**src/rtl/mem_arbiter_if.sv**
```systemverilog
`default_nettype none
// ============================================================================
// Module  : mem_arbiter_if
// Purpose : Signal bundle joining the fetch port (A), data port (B) and the
//           single-port memory to mem_arbiter.
// Rev     : 1.0
// ============================================================================
interface mem_arbiter_if;
    logic        i_a_req;
    logic [15:0] i_a_addr;
    logic        o_a_ack;
    logic [31:0] o_a_rdata;
    logic        o_a_err;

    logic        i_b_req;
    logic [15:0] i_b_addr;
    logic [31:0] i_b_wdata;
    logic [1:0]  i_b_size;
    logic        i_b_wr;
    logic        o_b_ack;
    logic [31:0] o_b_rdata;
    logic        o_b_err;

    logic [15:0] o_mem_addr;
    logic [31:0] o_mem_data;
    logic [1:0]  o_mem_size;
    logic        o_mem_we;
    logic [31:0] i_mem_rdata;

    // Arbiter side
    modport slave (
        input  i_a_req, i_a_addr,
        output o_a_ack, o_a_rdata, o_a_err,
        input  i_b_req, i_b_addr, i_b_wdata, i_b_size, i_b_wr,
        output o_b_ack, o_b_rdata, o_b_err,
        output o_mem_addr, o_mem_data, o_mem_size, o_mem_we,
        input  i_mem_rdata
    );

    // Requesters and memory side
    modport master (
        output i_a_req, i_a_addr,
        input  o_a_ack, o_a_rdata, o_a_err,
        output i_b_req, i_b_addr, i_b_wdata, i_b_size, i_b_wr,
        input  o_b_ack, o_b_rdata, o_b_err,
        input  o_mem_addr, o_mem_data, o_mem_size, o_mem_we,
        output i_mem_rdata
    );
endinterface
`default_nettype wire

```
**src/rtl/mem_arbiter.sv**
```systemverilog
`default_nettype none
// ============================================================================
// Module  : mem_arbiter
// Purpose : Two-port (fetch A / data B) round-robin arbiter in front of a
//           single-port memory, with optional misalignment rejection.
// Rev     : 1.0
// ============================================================================
module mem_arbiter #(
    parameter int ALIGN_CHECK = 1
) (
    input  wire logic    i_clk,
    input  wire logic    i_rst_n,
    mem_arbiter_if.slave bus
);
    localparam logic [1:0] c_SIZE_BYTE = 2'b00;
    localparam logic [1:0] c_SIZE_HALF = 2'b01;
    localparam logic [1:0] c_SIZE_RSVD = 2'b10;
    localparam logic [1:0] c_SIZE_WORD = 2'b11;

    typedef enum logic [1:0] {
        ST_IDLE  = 2'd0,
        ST_ISSUE = 2'd1,
        ST_RESP  = 2'd2
    } state_t;

    state_t      r_state;
    state_t      w_state_nxt;
    logic        r_gnt_b;
    logic        r_last_b;
    logic        r_wr;
    logic        r_err;
    logic [15:0] r_mem_addr;
    logic [31:0] r_mem_data;
    logic [1:0]  r_mem_size;

    logic        w_load;
    logic        w_pick_b;
    logic        w_pick_err;
    logic        w_a_err;
    logic        w_b_misal;
    logic        w_b_err;
    logic        w_a_resp;
    logic        w_b_resp;

    always_comb begin
        w_b_misal = 1'b0;
        case (bus.i_b_size)
            c_SIZE_BYTE: w_b_misal = 1'b0;
            c_SIZE_HALF: w_b_misal = bus.i_b_addr[0];
            c_SIZE_WORD: w_b_misal = (bus.i_b_addr[1:0] != 2'b00);
            c_SIZE_RSVD: w_b_misal = 1'b1;
            default:     w_b_misal = 1'b1;
        endcase
    end

    assign w_a_err    = (ALIGN_CHECK != 0) && (bus.i_a_addr[1:0] != 2'b00);
    assign w_b_err    = (ALIGN_CHECK != 0) && w_b_misal;
    assign w_pick_err = w_pick_b ? w_b_err : w_a_err;

    always_comb begin
        w_state_nxt = r_state;
        w_load      = 1'b0;
        w_pick_b    = 1'b0;
        case (r_state)
            ST_IDLE: begin
                if (bus.i_a_req && bus.i_b_req) begin
                    w_load   = 1'b1;
                    w_pick_b = ~r_last_b;
                end else if (bus.i_a_req) begin
                    w_load   = 1'b1;
                end else if (bus.i_b_req) begin
                    w_load   = 1'b1;
                    w_pick_b = 1'b1;
                end
            end
            ST_ISSUE: begin
                w_state_nxt = ST_RESP;
            end
            ST_RESP: begin
                // The served port still holds req this cycle, so only the other one competes
                if (r_gnt_b ? bus.i_a_req : bus.i_b_req) begin
                    w_load   = 1'b1;
                    w_pick_b = ~r_gnt_b;
                end else begin
                    w_state_nxt = ST_IDLE;
                end
            end
            default: begin
                w_state_nxt = ST_IDLE;
            end
        endcase
        if (w_load) begin
            w_state_nxt = ST_ISSUE;
        end
    end

    always_ff @(posedge i_clk or negedge i_rst_n) begin
        if (!i_rst_n) begin
            r_state  <= ST_IDLE;
            r_gnt_b  <= 1'b0;
            r_last_b <= 1'b1;
            r_wr     <= 1'b0;
            r_err    <= 1'b0;
        end else begin
            r_state <= w_state_nxt;
            if (r_state == ST_RESP) begin
                r_last_b <= r_gnt_b;
            end
            if (w_load) begin
                r_gnt_b <= w_pick_b;
                r_wr    <= w_pick_b & bus.i_b_wr;
                r_err   <= w_pick_err;
            end
        end
    end

    // Rejected accesses leave the memory bus untouched
    always_ff @(posedge i_clk or negedge i_rst_n) begin
        if (!i_rst_n) begin
            r_mem_addr <= 16'h0000;
            r_mem_data <= 32'h0000_0000;
            r_mem_size <= c_SIZE_WORD;
        end else if (w_load && !w_pick_err) begin
            if (w_pick_b) begin
                r_mem_addr <= bus.i_b_addr;
                r_mem_data <= bus.i_b_wdata;
                r_mem_size <= bus.i_b_size;
            end else begin
                r_mem_addr <= bus.i_a_addr;
                r_mem_size <= c_SIZE_WORD;
            end
        end
    end

    assign w_a_resp = (r_state == ST_RESP) && !r_gnt_b;
    assign w_b_resp = (r_state == ST_RESP) &&  r_gnt_b;

    assign bus.o_mem_addr = r_mem_addr;
    assign bus.o_mem_data = r_mem_data;
    assign bus.o_mem_size = r_mem_size;
    assign bus.o_mem_we   = !((r_state == ST_ISSUE) && r_wr && !r_err);

    assign bus.o_a_ack   = w_a_resp;
    assign bus.o_a_err   = w_a_resp && r_err;
    assign bus.o_a_rdata = (w_a_resp && !r_err) ? bus.i_mem_rdata : 32'h0000_0000;

    assign bus.o_b_ack   = w_b_resp;
    assign bus.o_b_err   = w_b_resp && r_err;
    assign bus.o_b_rdata = (w_b_resp && !r_err && !r_wr) ? bus.i_mem_rdata : 32'h0000_0000;

endmodule
`default_nettype wire

```
**src/flat_wrapper.sv**
```systemverilog
// flat-port wrapper written by rule: the top's interface ports become plain ports
module mem_arbiter_flat 
#(
    parameter int ALIGN_CHECK = 1
)
  (i_clk, i_rst_n, bus_i_a_req, bus_i_a_addr, bus_o_a_ack, bus_o_a_rdata, bus_o_a_err, bus_i_b_req, bus_i_b_addr, bus_i_b_wdata, bus_i_b_size, bus_i_b_wr, bus_o_b_ack, bus_o_b_rdata, bus_o_b_err, bus_o_mem_addr, bus_o_mem_data, bus_o_mem_size, bus_o_mem_we, bus_i_mem_rdata);
  mem_arbiter_if bus_i ();
  input  wire logic i_clk;
  input  wire logic i_rst_n;
  input wire logic [$bits(bus_i.i_a_req)-1:0] bus_i_a_req;
  input wire logic [$bits(bus_i.i_a_addr)-1:0] bus_i_a_addr;
  output wire logic [$bits(bus_i.o_a_ack)-1:0] bus_o_a_ack;
  output wire logic [$bits(bus_i.o_a_rdata)-1:0] bus_o_a_rdata;
  output wire logic [$bits(bus_i.o_a_err)-1:0] bus_o_a_err;
  input wire logic [$bits(bus_i.i_b_req)-1:0] bus_i_b_req;
  input wire logic [$bits(bus_i.i_b_addr)-1:0] bus_i_b_addr;
  input wire logic [$bits(bus_i.i_b_wdata)-1:0] bus_i_b_wdata;
  input wire logic [$bits(bus_i.i_b_size)-1:0] bus_i_b_size;
  input wire logic [$bits(bus_i.i_b_wr)-1:0] bus_i_b_wr;
  output wire logic [$bits(bus_i.o_b_ack)-1:0] bus_o_b_ack;
  output wire logic [$bits(bus_i.o_b_rdata)-1:0] bus_o_b_rdata;
  output wire logic [$bits(bus_i.o_b_err)-1:0] bus_o_b_err;
  output wire logic [$bits(bus_i.o_mem_addr)-1:0] bus_o_mem_addr;
  output wire logic [$bits(bus_i.o_mem_data)-1:0] bus_o_mem_data;
  output wire logic [$bits(bus_i.o_mem_size)-1:0] bus_o_mem_size;
  output wire logic [$bits(bus_i.o_mem_we)-1:0] bus_o_mem_we;
  input wire logic [$bits(bus_i.i_mem_rdata)-1:0] bus_i_mem_rdata;
  assign bus_i.i_a_req = bus_i_a_req;
  assign bus_i.i_a_addr = bus_i_a_addr;
  assign bus_o_a_ack = bus_i.o_a_ack;
  assign bus_o_a_rdata = bus_i.o_a_rdata;
  assign bus_o_a_err = bus_i.o_a_err;
  assign bus_i.i_b_req = bus_i_b_req;
  assign bus_i.i_b_addr = bus_i_b_addr;
  assign bus_i.i_b_wdata = bus_i_b_wdata;
  assign bus_i.i_b_size = bus_i_b_size;
  assign bus_i.i_b_wr = bus_i_b_wr;
  assign bus_o_b_ack = bus_i.o_b_ack;
  assign bus_o_b_rdata = bus_i.o_b_rdata;
  assign bus_o_b_err = bus_i.o_b_err;
  assign bus_o_mem_addr = bus_i.o_mem_addr;
  assign bus_o_mem_data = bus_i.o_mem_data;
  assign bus_o_mem_size = bus_i.o_mem_size;
  assign bus_o_mem_we = bus_i.o_mem_we;
  assign bus_i.i_mem_rdata = bus_i_mem_rdata;
  mem_arbiter #(.ALIGN_CHECK(ALIGN_CHECK)) u_core (.i_clk(i_clk), .i_rst_n(i_rst_n), .bus(bus_i));
endmodule
```
**config.mk**
```make
export PLATFORM = sky130hd
export DESIGN_NAME = mem_arbiter_flat
export DESIGN_NICKNAME = d
export VERILOG_FILES = /design/src/rtl/mem_arbiter_if.sv /design/src/rtl/mem_arbiter.sv /design/src/flat_wrapper.sv
export SDC_FILE = /design/constraint.sdc
export NUM_CORES = 1
export LEC_CHECK = 0
export BUFFER_PORTS_ARGS = -buffer_cell sky130_fd_sc_hd__buf_2
export CAP_MARGIN = 20
export CORE_MARGIN = 4
export CORE_UTILIZATION = 40
export DETAILED_ROUTE_END_ITERATION = 6
export PLACE_DENSITY = 0.79
export SLEW_MARGIN = 20
export SYNTH_ARGS = -nofsm -noshare
export SYNTH_HDL_FRONTEND = slang
export SYNTH_SLANG_ARGS = --single-unit
```
**constraint.sdc**
```tcl
create_clock -name i_clk -period 2.2 [get_ports i_clk]
set_input_delay 0.11 -clock i_clk [delete_from_list [all_inputs] [get_ports i_clk]]
set_output_delay 0.11 -clock i_clk [all_outputs]
set_load 0.02 [all_outputs]
```
## Yosys cells after proc, flatten, opt, wreduce, memory -nomap -nowiden

Cells that the tools add are included.

| cells by class | value |
|---|---|
| bitwise gates (word level) | 3 |
| reduce and logical (&&, ||, !) cells | 22 |
| multiplexer cells | 19 |
| equal/unequal tests | 7 |

Operator list:

| operator | number |
|---|---|
| two-way mux 32 bit | 2 |
| two-way mux 16 bit | 1 |
| logical AND 1 bit | 11 |
| two-way mux 1 bit | 9 |
| equality test 2 bit, second input constant | 3 |
| two-way mux 2 bit | 3 |
| case mux 2 bit (3 select lines) | 1 |
| zero test 1 bit | 5 |
| equality test 2 x 1 -> 1 bit, second input constant | 2 |
| zero test 2 bit | 2 |
| case mux 1 bit (2 select lines) | 2 |
| case mux 1 bit (4 select lines) | 1 |
| AND reduction 2 bit | 2 |
| nonzero test 2 bit | 2 |
| != test 3 x 2 -> 1 bit, second input constant | 1 |
| != test 2 x 1 -> 1 bit, second input constant | 1 |
| inverter 1 bit | 2 |
| bitwise AND 1 bit | 1 |

| word-level totals | value |
|---|---|
| register bits | 56 |
| output and inout bits | 119 |
| bits of input ports | 103 |
| logic and storage cells | 59 |

## Depth between registers and ports, before layout

| logic depth | value |
|---|---|
| depth after elaboration | 8 |
| mapped depth | 8 |
| depth with buffers taken out | 5 |

## Worst setup path after synthesis

Ideal clock, no wire load.

| path | value |
|---|---|
| path type | reg-to-reg |
| from | reg u_core.r_state[0] |
| to | reg u_core.r_mem_addr[11] (netlist: u_core.bus.o_mem_addr[11]) |
| stages on the path, launching flop included | 8 |
| clock period less this slack | 1948 ps |
| setup slack | 252 ps |
| required time | 2073 ps |
| buffers on the path | 2 |
| arrival time | 1821 ps |
| setup time | 127 ps |
| cells stage by stage | dfrtp_1 > nor2b_1 > nand3_4 > a221oi_4 > o21a_1 > buf_6 > buf_6 > mux2_1 |

| on the way | value |
|---|---|
| longest elaborated chain between the ends | 5 |
| elaborated cells between the ends (all ways) | 8 |
| those cells by class | eq/ne: 1; mux: 4; reduce/logical: 3 |

RTL lines:

| item | RTL line | source |
|---|---|---|
| start: declaration | mem_arbiter.sv:26 | `state_t r_state;` |
| start signal: assignment | mem_arbiter.sv:105 | `r_state <= w_state_nxt;` |
| equality test 2 bit / zero test 2 bit (equally long branches) | mem_arbiter.sv:64 | `case (r_state)` |
| case mux 1 bit (2 select lines) | mem_arbiter.sv:64 |  |
| two-way mux 1 bit | mem_arbiter.sv:58 | `assign w_pick_err = w_pick_b ? w_b_err : w_a_err;` |
| zero test 1 bit | mem_arbiter.sv:123 | `end else if (w_load && !w_pick_err) begin` |
| logical AND 1 bit | mem_arbiter.sv:123 |  |
| end signal: assignment | mem_arbiter.sv:125 | `r_mem_addr <= bus.i_b_addr;` |
| end signal: assignment | mem_arbiter.sv:129 | `r_mem_addr <= bus.i_a_addr;` |
| end: declaration | mem_arbiter.sv:32 | `logic [15:0] r_mem_addr;` |

Several ways; a longest one is shown, not always the timed one.
A chain may end at the register's enable or synchronous reset.

## Final worst setup path

Same ends and word-level chain as after synthesis.

==> flow_summary.json <==
{
  "drt-vias-per-instance": 4.555,
  "final_core_utilization": 0.6542,
  "rsz_0062_raised_after_global_routing": "false",
  "tritoncts_clock_tree": "done",
  "stdcell_area_um2": 4469,
  "routed_wire_length_per_instance_um": 14.45,
  "power_share_of_the_clock_group": 0.123,
  "power.net_switching_w": 0.002079,
  "synthDominantCellAreaShare": 0.4665,
  "finalWorstPathRequiredPeriod_ps": 2012,
  "hold_viol": 0,
  "power_switching_share": 0.4325,
  "final_min_period_over_clock_period": 0.9147,
  "seq_power_share": 0.383,
  "synth_edf_count": 0,
  "n_fill_cell": 572,
  "status": "finished clean",
  "detailroute.via_count": 2970,
  "hpwl_mm": 7.092,
  "holdCritPathClass": "in -> reg",
  "cts_buffers": 5,
  "irDropWorstVdd_uv": 713.5,
  "placedInstanceArea_um2": 4066,
  "synthesis.nets": 406,
  "p_leak_nw": 2.570,
  "clock-skew-final_ps": 4.970,
  "synth.yosys.warnings": 0,
  "place.gp.congestion": 0.7697,
  "clock_tree.buffer_depth": 2,
  "global_route.overflow_total": 0,
  "timing_worst_slew_pin_value_ps": 697.1,
  "number_of_pins_exceeding_their_max_slew_limit_in_the_final_report": 0,
  "grt_max_degree": 57,
  "io_pins": 222,
  "cell_internal_pwr_w": 0.002728,
  "row_count": 30,
  "synth.top_cells.by_count": "nand2_1, and2_1, dfrtp_1, mux2_2, clkbuf_1",
  "worst-endpoint-arrival_ps": 2200,
  "post_syn_instances": 303,
  "grt_pass1_vias": 3009,
  "fin_nets": 656,
  "end_kind": "flip-flop",
  "synth.distinct_cells": 24,
  "ant_nets": 0,
  "htreeDepth": 2,
  "rr_worst_depth": 6,
  "clk_root_buffer_cell": "clkbuf_8",
  "globalRouteTotalUtil": 0.2167,
  "r2r-end": "u_core.bus.o_mem_addr[11]",
  "finalSetupViolCount": 0,
  "cp-endpoint": "u_core.bus.o_mem_addr[11]",
  "timing.critical_path.cells": "nor2b_1 > nand3_4 > a221oi_4 > o21a_1 > buf_4 > mux2_1",
  "dieWidth_um": 92.30,
  "final.setup.worst_slack_ps": 187.8,
  "antenna_found_initial": 2,
  "placement.setup.worst_slack_ps": 217.0,
  "synth.avg_cell_area_um2": 9.382,
  "yosys_register_bits": 56,
  "maxCapViolations": 0,
  "floorplan.die.height_um": 92.30,
  "worst_slew_margin_rel": 0.5352,
  "required_ps": 2390,
  "holdWs_ps": 0.6056,
  "grt_pass1_wl_mm": 14.80,
  "startpoint_type": "flip-flop",
  "design.core.area_um2": 6832,
  "synth_sequential_area_ratio": 0.4943,
  "fin_setup_tns_ps": 0,
  "cts_resized": 0,
  "insertion_delay_ps": 310,
  "max_freq_mhz": 497.0,
  "die-area_um2": 8519,
  "slowest_stage": "dfrtp_1",
  "synth.most_common_cell": "nand2_1",
  "first_iter_violations": 80,
  "clkTransAtPathRegs_ps": 100,
  "crit_type": "reg -> reg",
  "post-route-drc-count": 0,
  "critPathMaxStageDelay_ps": 440,
  "routed_wirelength_mm": 9.421,
  "place.port_buffers": 221,
  "synth.largest_area_cell": "dfrtp_1",
  "synthToLayoutAreaGrowth_pct": 57.22,
  "floorplan.initialDensity": 0.4161,
  "synth_top_flop_cell": "dfrtp_1",
  "multi_input_comb_area_um2": 1353,
  "seq_area_um2": 1405,
  "timing.critical_path.from": "u_core.r_state[0]",
  "total_iterations_of_the_first_detailed_routing_run": 4,
  "power.density_nw_per_um2": 1076,
  "clock_sinks": 56,
  "timing.critical_path.fanout_max": 10,
  "post_synth_main_area_contributors": "dfrtp_1, and2_1, nand2_1, mux2_2, dfstp_2",
  "worst_r2r_startpoint": "u_core.r_state[0]",
  "fraction_of_final_layout_cells_sized_beyond_drive_strength_1": 0.4856,
  "comb_power_frac": 0.493,
  "synth.cell_area_um2": 2843,
  "async_reset_ff_frac": 1.000,
  "r2r_slack_ps": 190
}
==> power by group through the flow <==
stage	sequential [W]	clock (W)	combinational (W)
6_report	0.00184	0.000592	0.00237
5_1_grt	0.00191	0.000653	0.00258
3_3_place_gp	0.00184	0	0.00228
2_1_floorplan	0.00236	0	0.000948
3_5_place_dp	0.00185	0	0.00235
4_1_cts	0.00184	0.000608	0.00239
==> repair_timing <==
action / in CTS / in global routing
hold endpoints to repair: 82 / 0
buffers inserted: 0 / 0
hold buffers: 30 / 0
==> worst min-delay path by stage <==
stage,start,endpoint,cells after the start
2_1_floorplan,i_rst_n,u_core.bus.o_mem_addr[0],0
3_3_place_gp,i_rst_n,u_core.bus.o_mem_addr[4],2
3_5_place_dp,i_rst_n,u_core.bus.o_mem_addr[4],2
4_1_cts,bus_i_b_wdata[26],u_core.bus.o_mem_data[26],3
5_1_grt,bus_i_b_wdata[19],u_core.bus.o_mem_data[19],3
6_report,bus_i_b_wdata[6],u_core.bus.o_mem_data[6],3
==> layout by cell type (no fill, tap or decap), drive strengths merged, types with 4 or more instances in the layout <==
| master | n |
|---|---|
| nand2 | 100 |
| buf | 230 |
| clkbuf | 6 |
| nor2 | 4 |
| dfrtp | 53 |
| inv | 4 |
| mux2 | 30 |
| and2 | 66 |
| dlygate4sd3 | 30 |
==> stage by stage <==
stage / cells / total power [W]
2_1_floorplan: 303 / 0.003303
3_3_place_gp: 612 / 0.004115
3_5_place_dp: 612 / 0.004200
4_1_cts: 650 / 0.004841
5_1_grt: 652 / 0.005144
6_report: 652 / 0.004807
==> final cells by class <==
| cell class | instances | area share |
|---|---|---|
| diodes | 2 | 0.001120 |
| clock buffers | 6 | 0.01848 |
| clock inverters | 2 | 0.003359 |
| inverters | 4 | 0.003359 |
| multi-input cells | 226 | 0.3026 |
| flip-flops and latches | 56 | 0.3144 |
| well taps | 96 | 0.02688 |
| repair buffers | 260 | 0.3298 |
==> registers in the layout (all words and copies together), names as in the netlist <==
| signal | cells |
|---|---|
| u_core.r_state | 2 |
| u_core.bus.o_mem_size | 2 |
| u_core.r_err | 1 |
| u_core.bus.o_mem_data | 32 |
| u_core.r_gnt_b | 1 |
| u_core.r_last_b | 1 |
| u_core.bus.o_mem_addr | 16 |
| u_core.r_wr | 1 |
==> kinds of logic after synthesis <==
| logic type | count (synthesis) | share of synthesized area |
|---|---|---|
| flops | 56 | 0.4943 |
| buf+inv | 21 | 0.03345 |
| simple gates | 184 | 0.3182 |
| mux | 30 | 0.1188 |
| compound gates | 12 | 0.03521 |
==> critical path, delay by kind of cell (launching register included) <==
kind	cells	cell delay, ps
and+or+nand+nor	2	500
DFF	1	440
AOI/OAI and AO/OA	2	420
muxes	1	350
buffers and inverters	1	190
==> routing by layer <==
metal	wire (um)	vias up	GRT usage
li1	-	1458	-
met1	3349	1351	0.2355
met2	4943	142	0.4036
met3	857	19	0.05605
met4	272	0	0.07550
met5	0	-	0
Note: power is estimated with default switching activity, not from simulation.
